$ cat src/rtl/wdg_counter_if.sv
// Watchdog counter bus: time base, control and threshold in; counter state and alarms out.
interface wdg_counter_if #(
    parameter int CNT_WIDTH = 16
);
    logic                 wdg_tick;
    logic                 en;
    logic                 kick;
    logic [CNT_WIDTH-1:0] cmp;
    logic [CNT_WIDTH-1:0] cnt;
    logic [1:0]           stage;
    logic                 irq;
    logic                 wdg_rst;

    modport master (
        output wdg_tick, en, kick, cmp,
        input  cnt, stage, irq, wdg_rst
    );

    modport slave (
        input  wdg_tick, en, kick, cmp,
        output cnt, stage, irq, wdg_rst
    );
endinterface

$ cat src/rtl/wdg_counter.sv
// Two-stage watchdog: counts tick edges up to cmp, raises irq (WARN), then a sticky
// system reset request (BITE). Kick restarts the timeout, en=0 parks in IDLE.
module wdg_counter #(
    parameter int CNT_WIDTH = 16
) (
    input logic          clk,
    input logic          res,
    wdg_counter_if.slave bus
);
    typedef enum logic [1:0] {
        IDLE  = 2'd0,
        COUNT = 2'd1,
        WARN  = 2'd2,
        BITE  = 2'd3
    } state_e;

    localparam logic [CNT_WIDTH-1:0] ZERO = '0;
    localparam logic [CNT_WIDTH-1:0] ONE  = {{(CNT_WIDTH-1){1'b0}}, 1'b1};

    state_e               state_q, state_d;
    logic [CNT_WIDTH-1:0] cnt_q, cnt_d;
    logic                 tick_prev_q;
    logic                 irq_q, wdg_rst_q;
    logic                 tick_ev;

    assign tick_ev = bus.wdg_tick & ~tick_prev_q;

    always_comb begin
        state_d = state_q;
        cnt_d   = cnt_q;
        unique case (state_q)
            IDLE: begin
                cnt_d = ZERO;
                if (bus.en) state_d = COUNT;
            end
            COUNT, WARN: begin
                // Priority: disable, then kick, then tick.
                if (!bus.en) begin
                    state_d = IDLE;
                    cnt_d   = ZERO;
                end else if (bus.kick) begin
                    state_d = COUNT;
                    cnt_d   = ZERO;
                end else if (tick_ev) begin
                    if (cnt_q >= bus.cmp) begin
                        cnt_d   = ZERO;
                        state_d = (state_q == COUNT) ? WARN : BITE;
                    end else begin
                        cnt_d = cnt_q + ONE;
                    end
                end
            end
            BITE: begin
                cnt_d = ZERO;
            end
            default: begin
                state_d = IDLE;
                cnt_d   = ZERO;
            end
        endcase
    end

    // tick_prev resets high so a tick held high through reset is not an edge.
    always_ff @(posedge clk) begin
        if (res) begin
            state_q     <= IDLE;
            cnt_q       <= ZERO;
            tick_prev_q <= 1'b1;
            irq_q       <= 1'b0;
            wdg_rst_q   <= 1'b0;
        end else begin
            state_q     <= state_d;
            cnt_q       <= cnt_d;
            tick_prev_q <= bus.wdg_tick;
            irq_q       <= (state_d == WARN);
            wdg_rst_q   <= (state_d == BITE);
        end
    end

    assign bus.cnt     = cnt_q;
    assign bus.stage   = state_q;
    assign bus.irq     = irq_q;
    assign bus.wdg_rst = wdg_rst_q;
endmodule
$ cat src/flat_wrapper.sv
// flat-port wrapper written by rule: the top's interface ports become plain ports
module wdg_counter_flat 
#(
    parameter int CNT_WIDTH = 16
)
  (clk, res, bus_wdg_tick, bus_en, bus_kick, bus_cmp, bus_cnt, bus_stage, bus_irq, bus_wdg_rst);
  wdg_counter_if #(.CNT_WIDTH(CNT_WIDTH)) bus_i ();
  input logic clk;
  input logic res;
  input wire logic [$bits(bus_i.wdg_tick)-1:0] bus_wdg_tick;
  input wire logic [$bits(bus_i.en)-1:0] bus_en;
  input wire logic [$bits(bus_i.kick)-1:0] bus_kick;
  input wire logic [$bits(bus_i.cmp)-1:0] bus_cmp;
  output wire logic [$bits(bus_i.cnt)-1:0] bus_cnt;
  output wire logic [$bits(bus_i.stage)-1:0] bus_stage;
  output wire logic [$bits(bus_i.irq)-1:0] bus_irq;
  output wire logic [$bits(bus_i.wdg_rst)-1:0] bus_wdg_rst;
  assign bus_i.wdg_tick = bus_wdg_tick;
  assign bus_i.en = bus_en;
  assign bus_i.kick = bus_kick;
  assign bus_i.cmp = bus_cmp;
  assign bus_cnt = bus_i.cnt;
  assign bus_stage = bus_i.stage;
  assign bus_irq = bus_i.irq;
  assign bus_wdg_rst = bus_i.wdg_rst;
  wdg_counter #(.CNT_WIDTH(CNT_WIDTH)) u_core (.clk(clk), .res(res), .bus(bus_i));
endmodule
$ cat config.mk
export PLATFORM = sky130hd
export DESIGN_NAME = wdg_counter_flat
export DESIGN_NICKNAME = d
export VERILOG_FILES = /design/src/rtl/wdg_counter_if.sv /design/src/rtl/wdg_counter.sv /design/src/flat_wrapper.sv
export SDC_FILE = /design/constraint.sdc
export NUM_CORES = 1
export LEC_CHECK = 0
export ABC_AREA = 1
export CORE_ASPECT_RATIO = 1.1
export CORE_MARGIN = 4
export CORE_UTILIZATION = 50
export DETAILED_ROUTE_END_ITERATION = 8
export PLACE_DENSITY = 0.79
export SLEW_MARGIN = 20
export SYNTH_ARGS = -nofsm -noshare
export SYNTH_HDL_FRONTEND = slang
export SYNTH_SLANG_ARGS = --single-unit
$ cat constraint.sdc
create_clock -name clk -period 3.4 [get_ports clk]
set_clock_uncertainty 0.05 [all_clocks]
set_input_delay 0.34 -clock clk [delete_from_list [all_inputs] [get_ports clk]]
set_output_delay 0.34 -clock clk [all_outputs]
set_load 0.005 [all_outputs]
==> Flow_metrics.wiki <==
{| class="wikitable"
! Metric !! Value
|-
| Relative area change from synthesis to final layout || 28.7%
|-
| Top-area cell type share of the netlist area || 27.1%
|-
| Register bit count reported by yosys || 21
|-
| Final period utilization || 64.8%
|-
| Global-route wire length before repair || 5310 um
|-
| Floorplan die width || 61.1 um
|-
| CP Data Required Time || 3590 ps
|-
| Clock tree from TritonCTS || done
|-
| Max-cap violations || 0
|-
| Count of flip-flops with a built-in enable after synthesis || 0
|-
| Height of the die || 66.4 um
|-
| N_diodes || 0
|-
| Antenna-violating nets left || 0
|-
| Post-CTS resize count || 0
|-
| Kind of start point of the critical path || flip-flop
|-
| VDD IR max || 216 uV
|-
| Post-DP HPWL || 2530 um
|-
| Aggregate routed wire length || 3110 um
|-
| Number of rows created at floorplan || 20
|-
| Number of slew-limit violations in the final report || 0
|-
| Net Switching || 0.114 mW
|-
| Hold Slack || 488 ps
|-
| Combinational Power Share || 15.7%
|-
| Clock H-tree levels || 1
|-
| Core Area || 2880 um2
|-
| Master cell of the clock root buffer || sky130_fd_sc_hd__clkbuf_4
|-
| Status || finished, final reports clean
|-
| Worst slew pin tran || 504 ps
|-
| Critical path peak fanout || 14
|-
| I/O pin count || 41
|-
| Fraction of final layout cells with drive strength greater than 1 || 11.4%
|-
| Cell type with the highest aggregate area in the netlist || sky130_fd_sc_hd__dfxtp_1
|-
| Hold Buf Count CTS || 0
|-
| CTS clk-pin slew, worst paths || 120 ps
|-
| WL per Instance || 10.9 um
|-
| Count of final setup violators || 0
|-
| Top_reg_cell synth || sky130_fd_sc_hd__dfxtp_1
|-
| CTS Sinks || 21
|-
| Clock latency at the later pin of the worst-skew pair || 310 ps
|-
| Setup repair after global routing missed its margin || false
|-
| Share of synthesized flip-flops with an asynchronous set or reset || 0%
|-
| Power per cell area || 223 nW/um2
|-
| Final count of hold timing violations || 0
|-
| Global-route congestion overflow total || 0
|-
| Weighted congestion reported at the end of routability-driven placement || 0.742
|-
| Number of global-route vias before repair || 1322
|-
| GRT Total Usage || 16.6%
|-
| Arrival @ worst endpoint || 2390 ps
|-
| Hold Crit Class || reg -> reg
|-
| Sequential-to-total area share from yosys stat || 27.1%
|-
| Drt initial violations || 19
|-
| Netlist Area Pre-Place || 1550 um2
|-
| Most frequent cell after synthesis || sky130_fd_sc_hd__nand2_1
|-
| Mean post-synth cell area || 7.32 um2
|-
| Cell with the biggest individual delay on the critical path || sky130_fd_sc_hd__dfxtp_1
|-
| Fraction of power spent switching nets || 25.7%
|-
| Leakage power figure || 0.884 nW
|-
| Clock buffer depth || 2
|-
| Sequential share of power || 56.3%
|-
| Top post-synthesis cells by area || sky130_fd_sc_hd__dfxtp_1 27%, sky130_fd_sc_hd__ha_1 16%, sky130_fd_sc_hd__nand2_1 10%, sky130_fd_sc_hd__inv_1 8.7%, sky130_fd_sc_hd__a21oi_1 5.5%
|-
| Maximum clock rate || 0.454 GHz
|-
| Initial antenna violation count || 0
|-
| Effective utilization at floorplan || 53.9%
|-
| Final net count || 296
|-
| Internal power || 0.332 mW
|-
| Quantity of I/O buffers inserted on ports || 40
|-
| Endpoint type of the worst setup path || flip-flop
|-
| Distinct cell type count after synthesis || 31
|-
| Fin util || 69.4%
|-
| Largest net degree at the start of global routing || 15
|-
| Final Power || 0.446 mW
|-
| Number of remaining DRC errors || 0
|-
| Total vias in the final route || 1391
|-
| Number of standard cells after synthesis || 212
|-
| First-pass iteration count of the detailed router || 4
|-
| Die footprint || 4060 um2
|-
| Fill cell total of the finished layout || 265
|-
| Placed instance count || 283
|-
| Post-DR vias/cell || 4.85
|-
| Setup Buffers After CTS || 0
|-
| Critical path start-end classification || reg -> reg
|-
| Number of buffers created by CTS || 3
|-
| Crit path largest cell delay || 420 ps
|-
| Min Tclk post-route || 2200 ps
|-
| Number of non-filler instances in the completed layout || 287
|-
| Sum of negative setup slack || 0 ps
|-
| List of most frequent post-synthesis cells || 43 x sky130_fd_sc_hd__nand2_1, 36 x sky130_fd_sc_hd__inv_1, 21 x sky130_fd_sc_hd__dfxtp_1, 20 x sky130_fd_sc_hd__ha_1, 17 x sky130_fd_sc_hd__a21oi_1
|-
| Relative slew slack || 66.4%
|-
| Yosys warning total || 0
|-
| Mapped Nets || 253
|-
| Portion of total power attributed to the clock network || 28.0%
|-
| Chain of cells forming the critical path || inv_1, ha_1, nand2_1, inv_2, nand2_4, nor2_2, inv_2, o21ai_4, nand2_4, nor3b_1
|}
logic make-up after synthesis:
logic type | count (synthesis) | share of synthesized area [%]
AND/OR/NAND/NOR | 100 | 34.0
buffers and inverters | 42 | 11.1
AO/OA/AOI/OAI | 27 | 10.6
flip-flops | 21 | 27.1
adder cells (fa/ha/maj) | 20 | 16.1
XOR/XNOR | 2 | 1.13
layout by cell type (no fill, tap or decap), drive strengths merged:
cell type,n
nand4,1
inv,40
nor3,16
clkbuf,4
ha,20
xor2,2
nand2,46
nor2,21
nand3b,2
a31oi,1
a21oi,19
o22ai,1
o21a,2
nand3,9
dfxtp,21
nor3b,2
and3,1
o21ai,3
clkdlybuf4s50,40
nor4,2
o211ai,1
worst max-delay path: cells and delay by family (launching register included):
family	cells	cell delay [ps]
adder cells (fa/ha/maj)	1	290
flip-flops	1	420
AO/OA/AOI/OAI	1	120
buffers and inverters	3	360
AND/OR/NAND/NOR	5	910
power groups by stage:
stage	sequential [mW]	clock, mW	combinational [mW]
global placement	0.257	0	0.0689
detailed placement	0.257	0	0.0710
finish	0.251	0.125	0.0702
global route	0.252	0.135	0.0804
CTS	0.251	0.129	0.0712
floorplan	0.256	0	0.0387
stage by stage:
| stage | instance area, um2 | setup WS, ps |
|---|---|---|
| after CTS | 2000 | 1180 |
| after detailed placement | 1970 | 1030 |
| after global placement | 1970 | 1070 |
| final | 2000 | 1200 |
| after floorplan | 1550 | 1620 |
| after global routing | 2000 | 894 |
area by class of cell:
class                   instances  area (um2)  area share, %
flip-flops and latches         21         420           21.1
clock buffers                   4        26.3           1.32
repair buffers                 40         400           20.1
well taps                      33        41.3           2.07
inverters                      40         150           7.52
multi-input cells             149         958           48.0
worst paths after layout:
check	startpoint	cells past startpoint	slack, ps	endpoint
max	u_core.bus.stage[0]	10	1200	u_core.bus.cnt[10]
min reg2reg	u_core.bus.cnt[0]	2	490	u_core.bus.cnt[0]
max reg2reg	u_core.bus.stage[0]	10	1200	u_core.bus.cnt[10]
min	u_core.bus.cnt[0]	2	490	u_core.bus.cnt[0]
state kept, by name (all words and copies together) (netlist names), named ones only:
name and count:
u_core.bus.cnt 16, u_core.bus.irq 1, u_core.bus.stage 1, u_core.bus.wdg_rst 1, u_core.tick_prev_q 1
layer usage:
metal / share of wire, % / vias up / GRT usage, % / routed length, um
met3: 3.3 / 5 / 2.34 / 102
met5: 0 / - / 0 / 0
met2: 46 / 22 / 27.8 / 1450
met1: 49 / 595 / 21.6 / 1520
li1: - / 769 / - / -
met4: 1.4 / 0 / 4.88 / 43
(Power assumes the default switching activity.)
